==> config.mk <==
export PLATFORM = sky130hd
export DESIGN_NAME = vrf_read_responder
export DESIGN_NICKNAME = d
export VERILOG_FILES = /design/src/rtl/vrf_pkg.sv /design/src/rtl/vrf_resp_fifo.sv /design/src/rtl/vrf_read_responder.sv
export SDC_FILE = /design/constraint.sdc
export NUM_CORES = 1
export LEC_CHECK = 0
export ABC_AREA = 1
export ABC_CLOCK_PERIOD_IN_PS = 2700
export CAP_MARGIN = 20
export CORE_MARGIN = 3
export CORE_UTILIZATION = 40
export CTS_CLUSTER_SIZE = 16
export DETAILED_ROUTE_END_ITERATION = 6
export PLACE_DENSITY = 0.61
export SLEW_MARGIN = 20
export SYNTH_ARGS = -nofsm -noshare
export SYNTH_HDL_FRONTEND = slang
export SYNTH_HIERARCHICAL = 1
export SYNTH_SLANG_ARGS = --single-unit
==> constraint.sdc <==
create_clock -name clock -period 2.7 [get_ports clock]
set_input_delay 0.81 -clock clock [delete_from_list [all_inputs] [get_ports clock]]
set_output_delay 0.81 -clock clock [all_outputs]
set_load 0.02 [all_outputs]
==> src/rtl/vrf_pkg.sv <==
// Shared types for the VRF read path.
//   vrf_read_req_t : one read request as presented on the request channel.
//   vrf_read_tag_t : the tags echoed back with the read data.
//   VRF_ADDR_W     : bank SRAM address width ({vs, offset}).
package vrf_pkg;

  localparam int unsigned VRF_ADDR_W = 8;

  typedef struct packed {
    logic [4:0] vs;
    logic [1:0] read_source;
    logic [2:0] offset;
    logic [2:0] instruction_index;
  } vrf_read_req_t;

  typedef struct packed {
    logic [1:0] read_source;
    logic [2:0] instruction_index;
  } vrf_read_tag_t;

  localparam int unsigned VRF_TAG_W = $bits(vrf_read_tag_t);

endpackage

==> src/rtl/vrf_resp_fifo.sv <==
// Response buffer for the VRF read responder.
// Ports:
//   clk_i, rst_i       clock, asynchronous active-high reset
//   push_i, wdata_i    write one entry (ignored when full)
//   pop_i              drop the head entry (ignored when empty)
//   rdata_o            head entry, driven to 0 while empty
//   full_o, empty_o    occupancy flags
module vrf_resp_fifo #(
  parameter int unsigned Width = 8,
  parameter int unsigned Depth = 4
) (
  input  logic             clk_i,
  input  logic             rst_i,
  input  logic             push_i,
  input  logic [Width-1:0] wdata_i,
  input  logic             pop_i,
  output logic [Width-1:0] rdata_o,
  output logic             full_o,
  output logic             empty_o
);

  localparam int unsigned AddrW = $clog2(Depth);

  // Pointers carry one extra wrap bit to tell full from empty.
  logic [AddrW:0]   wr_ptr_q, wr_ptr_d;
  logic [AddrW:0]   rd_ptr_q, rd_ptr_d;
  logic [Width-1:0] mem_q [Depth];
  logic             do_push, do_pop;

  assign empty_o = (wr_ptr_q == rd_ptr_q);
  assign full_o  = (wr_ptr_q[AddrW] != rd_ptr_q[AddrW]) &&
                   (wr_ptr_q[AddrW-1:0] == rd_ptr_q[AddrW-1:0]);
  assign do_push = push_i && !full_o;
  assign do_pop  = pop_i && !empty_o;

  always_comb begin
    wr_ptr_d = wr_ptr_q;
    rd_ptr_d = rd_ptr_q;
    if (do_push) wr_ptr_d = wr_ptr_q + (AddrW + 1)'(1);
    if (do_pop)  rd_ptr_d = rd_ptr_q + (AddrW + 1)'(1);
  end

  always_ff @(posedge clk_i or posedge rst_i) begin
    if (rst_i) begin
      wr_ptr_q <= '0;
      rd_ptr_q <= '0;
    end else begin
      wr_ptr_q <= wr_ptr_d;
      rd_ptr_q <= rd_ptr_d;
    end
  end

  // Storage needs no reset: the head is masked while the buffer is empty.
  always_ff @(posedge clk_i) begin
    if (do_push) mem_q[wr_ptr_q[AddrW-1:0]] <= wdata_i;
  end

  assign rdata_o = empty_o ? '0 : mem_q[rd_ptr_q[AddrW-1:0]];

endmodule

==> src/rtl/vrf_read_responder.sv <==
// Bank-side responder for the VRF read-request channel.
// Accepts one request per cycle, issues it to a fixed-latency bank SRAM and returns
// the data tagged with readSource/instructionIndex, strictly in request order.
// Ports:
//   clock, reset                 clock, asynchronous active-high reset
//   io_req_*                     request channel (ready/valid)
//   sram_en, sram_addr           bank read port, sram_rdata valid READ_LATENCY cycles later
//   io_resp_*                    response channel (ready/valid)
//   io_busy                      any request accepted but not yet delivered
module vrf_read_responder
  import vrf_pkg::*;
#(
  parameter int unsigned DATA_W       = 32,
  parameter int unsigned READ_LATENCY = 2,
  parameter int unsigned FIFO_DEPTH   = 4
) (
  input  logic                  clock,
  input  logic                  reset,
  output logic                  io_req_ready,
  input  logic                  io_req_valid,
  input  logic [4:0]            io_req_bits_vs,
  input  logic [1:0]            io_req_bits_readSource,
  input  logic [2:0]            io_req_bits_offset,
  input  logic [2:0]            io_req_bits_instructionIndex,
  output logic                  sram_en,
  output logic [VRF_ADDR_W-1:0] sram_addr,
  input  logic [DATA_W-1:0]     sram_rdata,
  input  logic                  io_resp_ready,
  output logic                  io_resp_valid,
  output logic [DATA_W-1:0]     io_resp_bits_data,
  output logic [1:0]            io_resp_bits_readSource,
  output logic [2:0]            io_resp_bits_instructionIndex,
  output logic                  io_busy
);

  localparam int unsigned OccW  = $clog2(FIFO_DEPTH) + 1;
  localparam int unsigned FifoW = DATA_W + VRF_TAG_W;
  localparam logic [OccW-1:0] OccFull = OccW'(FIFO_DEPTH);

  vrf_read_req_t req;
  logic          req_fire, resp_fire;

  assign req = '{vs:                io_req_bits_vs,
                 read_source:       io_req_bits_readSource,
                 offset:            io_req_bits_offset,
                 instruction_index: io_req_bits_instructionIndex};

  // Credit counter: every accepted request owns a FIFO slot until delivered, so a
  // push from the tag pipeline can never find the buffer full.
  logic [OccW-1:0] occ_q, occ_d;

  assign io_req_ready = (occ_q < OccFull);
  assign req_fire     = io_req_valid && io_req_ready;
  assign resp_fire    = io_resp_valid && io_resp_ready;
  assign io_busy      = (occ_q != '0);

  always_comb begin
    occ_d = occ_q;
    unique case ({req_fire, resp_fire})
      2'b10:   occ_d = occ_q + OccW'(1);
      2'b01:   occ_d = occ_q - OccW'(1);
      default: occ_d = occ_q;
    endcase
  end

  assign sram_en   = req_fire;
  assign sram_addr = {req.vs, req.offset};

  // Tag pipeline mirrors the SRAM latency; the last stage marks valid read data.
  logic [READ_LATENCY-1:0] pv_q, pv_d;
  vrf_read_tag_t           pt_q [READ_LATENCY];
  vrf_read_tag_t           pt_d [READ_LATENCY];

  always_comb begin
    pv_d[0] = req_fire;
    pt_d[0] = '{read_source: req.read_source, instruction_index: req.instruction_index};
    for (int i = 1; i < READ_LATENCY; i++) begin
      pv_d[i] = pv_q[i-1];
      pt_d[i] = pt_q[i-1];
    end
  end

  always_ff @(posedge clock or posedge reset) begin
    if (reset) begin
      occ_q <= '0;
      pv_q  <= '0;
      for (int i = 0; i < READ_LATENCY; i++) pt_q[i] <= '0;
    end else begin
      occ_q <= occ_d;
      pv_q  <= pv_d;
      for (int i = 0; i < READ_LATENCY; i++) pt_q[i] <= pt_d[i];
    end
  end

  logic             fifo_push, fifo_full, fifo_empty;
  logic [FifoW-1:0] fifo_wdata, fifo_rdata;
  vrf_read_tag_t    head_tag;

  assign fifo_push  = pv_q[READ_LATENCY-1];
  assign fifo_wdata = {sram_rdata, pt_q[READ_LATENCY-1]};

  vrf_resp_fifo #(
    .Width (FifoW),
    .Depth (FIFO_DEPTH)
  ) u_resp_fifo (
    .clk_i   (clock),
    .rst_i   (reset),
    .push_i  (fifo_push),
    .wdata_i (fifo_wdata),
    .pop_i   (resp_fire),
    .rdata_o (fifo_rdata),
    .full_o  (fifo_full),
    .empty_o (fifo_empty)
  );

  assign io_resp_valid                 = !fifo_empty;
  assign {io_resp_bits_data, head_tag} = fifo_rdata;
  assign io_resp_bits_readSource       = head_tag.read_source;
  assign io_resp_bits_instructionIndex = head_tag.instruction_index;

  push_never_full_a: assert property (@(posedge clock) disable iff (reset)
                                      fifo_push |-> !fifo_full);

endmodule

After elaboration in Yosys (flattened, before gate mapping)
Memory sizes are Yosys's and may differ from the RTL's.
Index checks and enable logic that the tools add are counted.
{"block": "word_totals", "ram_bits": 148, "elab_cells": 32, "ff_bits": 21, "memories": 1}
{"memory": "u_resp_fifo.mem_q", "depth": 4, "word_bits": 37, "read_ports": 1, "rd_ports_with_merged_regs": 0, "wr": 1, "line_no": "vrf_resp_fifo.sv:27", "rtl": "logic [Width-1:0] mem_q [Depth];"}
{"block": "op_classes", "addsub": 4, "mux": 4, "order_cmp": 1, "n_reduce_logical": 9, "n_eq_ne": 5}
{"op": "37-bit 2-to-1 mux", "n": 1}
{"op": "3-bit by 1-bit adder with 3-bit output (second input constant)", "n": 3}
{"op": "3-bit one-hot mux with 2 select lines", "n": 1}
{"op": "1-bit logical AND", "n": 5}
{"op": "3-bit == test", "n": 1}
{"op": "3-bit less-than comparator (second input constant)", "n": 1}
{"op": "3-bit nonzero test", "n": 1}
{"op": "3-bit by 1-bit subtractor with 3-bit output (second input constant)", "n": 1}
{"op": "2-bit by 1-bit == test with 1-bit output (second input constant)", "n": 1}
{"op": "2-bit == test", "n": 1}
{"op": "2-bit == test (second input constant)", "n": 1}
{"op": "1-bit logical NOT", "n": 2}
{"op": "1-bit 2-to-1 mux", "n": 2}
{"op": "2-bit nonzero test", "n": 1}
{"op": "1-bit != test", "n": 1}

Logic depth before layout (Yosys ltp)
Gate-level depths: netlist (run 1).
{"block": "logic_depth", "ltp_word": 6, "ltp_mapped": 16, "ltp_nobuf": 14}

Cells and area by module
Netlist (run 1), hierarchy kept.
{"mod": "vrf_resp_fifo", "cells_each": 537, "n_inst": 1, "seq_area_each_um2": 4594.4, "area_each_um2": 6352.3}
{"mod": "vrf_read_responder", "cells_each": 47, "n_inst": 1, "seq_area_each_um2": 375.4, "area_each_um2": 569.3}

Worst setup path after synthesis (run 1)
Ideal clock, no wire load.
{"block": "synth_path", "path_kind": "reg-to-reg", "startpoint": "reg u_resp_fifo.rd_ptr_q[0]", "endpoint": "mem u_resp_fifo/mem_q[0][0] in the netlist's numbering, enable pin", "stages_incl_launch_ff": 8, "arrival_time_ns": 2.481, "slack_ns": -0.213, "synth_period_minus_slack_ns": 2.913, "path_cell_list": "dfrtp_1 -> inv_2 -> buf_6 -> nand2_4 -> nand2_4 -> nand3_2 -> nand2_2 -> nor2_1"}
{"block": "synth_via", "elab_chain_cells": 6}
{"element": "start, declared", "line_no": "vrf_resp_fifo.sv:26", "rtl": "logic [AddrW:0] rd_ptr_q, rd_ptr_d;"}
{"element": "start signal, assigned", "line_no": "vrf_resp_fifo.sv:49", "rtl": "rd_ptr_q <= rd_ptr_d;"}
{"element": "2-bit == test", "line_no": "vrf_resp_fifo.sv:32", "rtl": "(wr_ptr_q[AddrW-1:0] == rd_ptr_q[AddrW-1:0]);"}
{"element": "1-bit logical AND", "line_no": "vrf_resp_fifo.sv:31", "rtl": "assign full_o = (wr_ptr_q[AddrW] != rd_ptr_q[AddrW]) &&"}
{"element": "1-bit logical NOT", "line_no": "vrf_resp_fifo.sv:33", "rtl": "assign do_push = push_i && !full_o;"}
{"element": "1-bit logical AND", "line_no": "vrf_resp_fifo.sv:33"}
{"element": "1-bit 2-to-1 mux", "line_no": "vrf_resp_fifo.sv:55", "rtl": "if (do_push) mem_q[wr_ptr_q[AddrW-1:0]] <= wdata_i;"}
{"element": "1-bit 2-to-1 mux (not written as such)", "line_no": "vrf_resp_fifo.sv:55"}
{"element": "end, declared", "line_no": "vrf_resp_fifo.sv:27"}
Every way passes these cells.

Final worst setup path (run 1)
{"block": "layout_path", "startpoint": "reg u_resp_fifo.rd_ptr_q[0]", "endpoint": "out io_resp_bits_data[28]"}
{"block": "layout_via", "elab_chain_cells": 2, "word_cells_on_any_way": 3, "classes_between": "eq/ne: 1; mux: 1; memory: 1"}
{"element": "memory read 4 x 37 bit or 3-bit == test (tied branches)"}
{"element": "37-bit 2-to-1 mux *", "line_no": "vrf_resp_fifo.sv:58", "rtl": "assign rdata_o = empty_o ? '0 : mem_q[rd_ptr_q[AddrW-1:0]];"}
{"element": "end, declared", "line_no": "vrf_read_responder.sv:30", "rtl": "output logic [DATA_W-1:0] io_resp_bits_data,"}
Mark *: on every way between the ends. The rest lies on a longest branch, timed or not.

==> summary.md, run 1 <==
| Metric | Value |
|---|---|
| Measured slew at the worst slew-check pin | `571 ps` |
| Largest fanout on the critical path | `16` |
| Worst Hold Class | `reg -> reg` |
| Net switching power figure | `3.96 mW` |
| Clock transition at the registers of the reported paths | `60 ps` |
| Status | `completed` |
| Syn avg cell area | `11.9 um^2` |
| Worst R2R Path Depth | `14` |
| First-pass GRT wire length | `21700 um` |
| Row Count | `47` |
| Reg-to-reg critical path startpoint | `u_resp_fifo/rd_ptr_q[0]` |
| Worst rel slew slack | `0.619` |
| Comb power frac | `0.443` |
| Leak Pwr | `3.43 nW` |
| Area Growth Syn to Fin | `24.6%` |
| Startpoint of the worst hold path | `pt_d[2]` |
| DRC | `0` |
| Crit-path cells | `buf_6 > nand2_2 > nand2_4 > nand3_4 > buf_12 > nand2_1 > inv_1 > clkdlybuf4s15_1` |
| Pwr dens | `1200 nW/um^2` |
| Clock power share | `0.218` |
| Critical Path Start Type | `register` |
| RSZ-0062 raised after global routing | `yes` |
| Post-synthesis cell count | `583` |
| Sequential share of power | `0.339` |
| Detailed Place HPWL | `8170 um` |
| Worst Path Class, Setup | `reg -> out` |
| Final setup fails | `0` |
| Root Driver | `clkbuf_16` |
| Switching portion of total power | `0.384` |
| # clock sinks | `169` |
| Syn nets | `639` |
| Crit share post-route | `0.984` |
| Die outline height | `138 um` |
| Internal power | `6.35 mW` |
| # IOs | `98` |
| Pwr Total | `10.3 mW` |
| Vias in the first global route | `4318` |
| Syn Std Cell Area | `6920 um^2` |
| CTS tree | `built` |
| Die W | `138 um` |
| Crit path largest cell delay | `460 ps` |
| Ant. Diodes | `0` |
| Most common cell after layout, fill and taps aside | `edfxtp_1` |
| Max Clk Rate | `376 MHz` |
| Initial antenna violation count | `0` |
| Core area | `16800 um^2` |
| Final TNS setup | `0 ps` |
| CTS H-Tree Depth | `4` |
| Total of max-cap violations | `0` |
| Antenna-violating nets left | `0` |
| R2r setup slk | `290 ps` |
| Critical path's top delay family | `buffers and inverters` |
| Max IR drop VDD | `0.000629 V` |
| Tmin final | `2660 ps` |
| Reg2reg end | `occ_q[2]` |
| Syn. warnings | `6` |
| Commonest non-fill, non-tap cells in the layout | `edfxtp_1, nor2_1, o21ai_0` |
| Layout Skew | `10.1 ps` |
| Total global routing overflow | `0` |
| DRT Pass-1 Iters | `4` |
| Crit. End Element | `output pin` |
| PortBufs | `81` |
| CP Buf/Inv Count | `4` |
| DIE AREA | `18900 um^2` |
| Initial Util | `0.413` |
| Avg Vias per Cell | `4.81` |
| CTS buffer count | `17` |
| Largest net degree at the start of global routing | `49` |
| Critical Path RT | `1890 ps` |
| Final Wtd Congestion | `0.731` |
| Slowest CP cell | `dfrtp_2` |
| Vias | `4370` |
| Skew-Pair Late Insertion Delay | `420 ps` |
| Largest buffer count on any clock path | `2` |
| # nets final | `732` |
| Routed WL | `14300 um` |
| Initial DRC Count | `258` |
| Share of cells above drive strength 1 | `0.167` |
| Hold Path Cell Cnt | `0` |
| Slew Limit Fails | `0` |
| WP data arrival | `1850 ps` |
| Total track usage | `0.153` |
| Final hold vios | `0` |
| Post-DR wirelength/cell | `15.7 um` |
| Hold Crit Endpoint | `fifo_wdata[2]` |
## power by group through the flow
stage               sequential (mW)  clock (mW)  combinational (mW)
finish                         3.49        2.25                4.57
global route                   3.53        2.41                5.11
CTS                            3.49        2.31                4.59
detailed placement             3.54           0                4.76
global placement               3.52           0                4.69
floorplan                      3.51           0                2.84
## worst register-to-register path, stage by stage (launching register included)
cell and delay [ps]:
dfrtp_2 460, buf_6 170, nand2_2 70, nand2_4 70, nand3_4 100, buf_12 160
inv_1 70, nor2_1 230, ha_1 240, inv_2 60, fa_1 400, inv_1 80
nand2_1 70, nand4_1 80, nand2_1 60
## registers in the layout, indices dropped and copies added, names as in the netlist
name and cells:
u_resp_fifo/mem_q 148, fifo_wdata 5, pt_d 5, occ_q 3
u_resp_fifo/rd_ptr_q 3, u_resp_fifo/wr_ptr_q 3, pv_q 2
## stage by stage
step / hold WS, ps / setup WS [ps] / area [um^2] / cells / util
6_report: 349 / 42.8 / 8620 / 909 / 0.514
5_1_grt: 366 / -91.6 / 8620 / 909 / 0.514
4_1_cts: 350 / 0.673 / 8630 / 900 / 0.515
3_5_place_dp: 335 / -113 / 8040 / 868 / 0.480
3_3_place_gp: 333 / -119 / 8040 / 868 / 0.480
2_1_floorplan: 331 / -200 / 6920 / 583 / -
## metal layers
layer | wire [um] | global-route usage
met1 | 6070 | 0.182
met2 | 7390 | 0.265
met3 | 643 | 0.0347
met4 | 158 | 0.0654
met5 | 0 | 0
## what timing repair did
item                                    4_1_cts  5_1_grt
buffers inserted                              0        4
hold buffers                                  0        0
gates resized for setup                     107       46
cloned                                        0        5
pin swaps                                     0        2
endpoints found under the setup margin       39       38
## layout make-up
cell class	count	area, um^2
Inverter	60	228
Fill cell	1445	8140
Timing Repair Buffer	110	1080
Tap cell	220	275
Multi-Input combinational cell	318	1500
Clock inverter	9	60.1
Sequential cell	169	4970
Clock buffer	23	500
## worst max-delay path by stage
stage                                        from                    endpoint  cells after the start
after floorplan           u_resp_fifo/rd_ptr_q[0]     u_resp_fifo/mem_q[0][0]                      7
after global placement               io_req_valid                     sram_en                      4
after detailed placement             io_req_valid                     sram_en                      4
after CTS                 u_resp_fifo/rd_ptr_q[0]  io_resp_bits_readSource[1]                      8
after global routing      u_resp_fifo/rd_ptr_q[0]  io_resp_bits_readSource[1]                      7
final                     u_resp_fifo/rd_ptr_q[0]       io_resp_bits_data[28]                      8
No activity file was read; power rests on OpenSTA's default activity.
==> inputs of run 2 (changes only) <==
--- a/config.mk
+++ b/config.mk
@@ -10,6 +10,7 @@
 export CAP_MARGIN = 20
 export CORE_MARGIN = 3
 export CORE_UTILIZATION = 40
+export CTS_CLUSTER_DIAMETER = 120
 export CTS_CLUSTER_SIZE = 16
 export DETAILED_ROUTE_END_ITERATION = 6
 export PLACE_DENSITY = 0.61
==> results of run 2 <==
No change in the layout: final DEF, timing and power equal those of run 1.
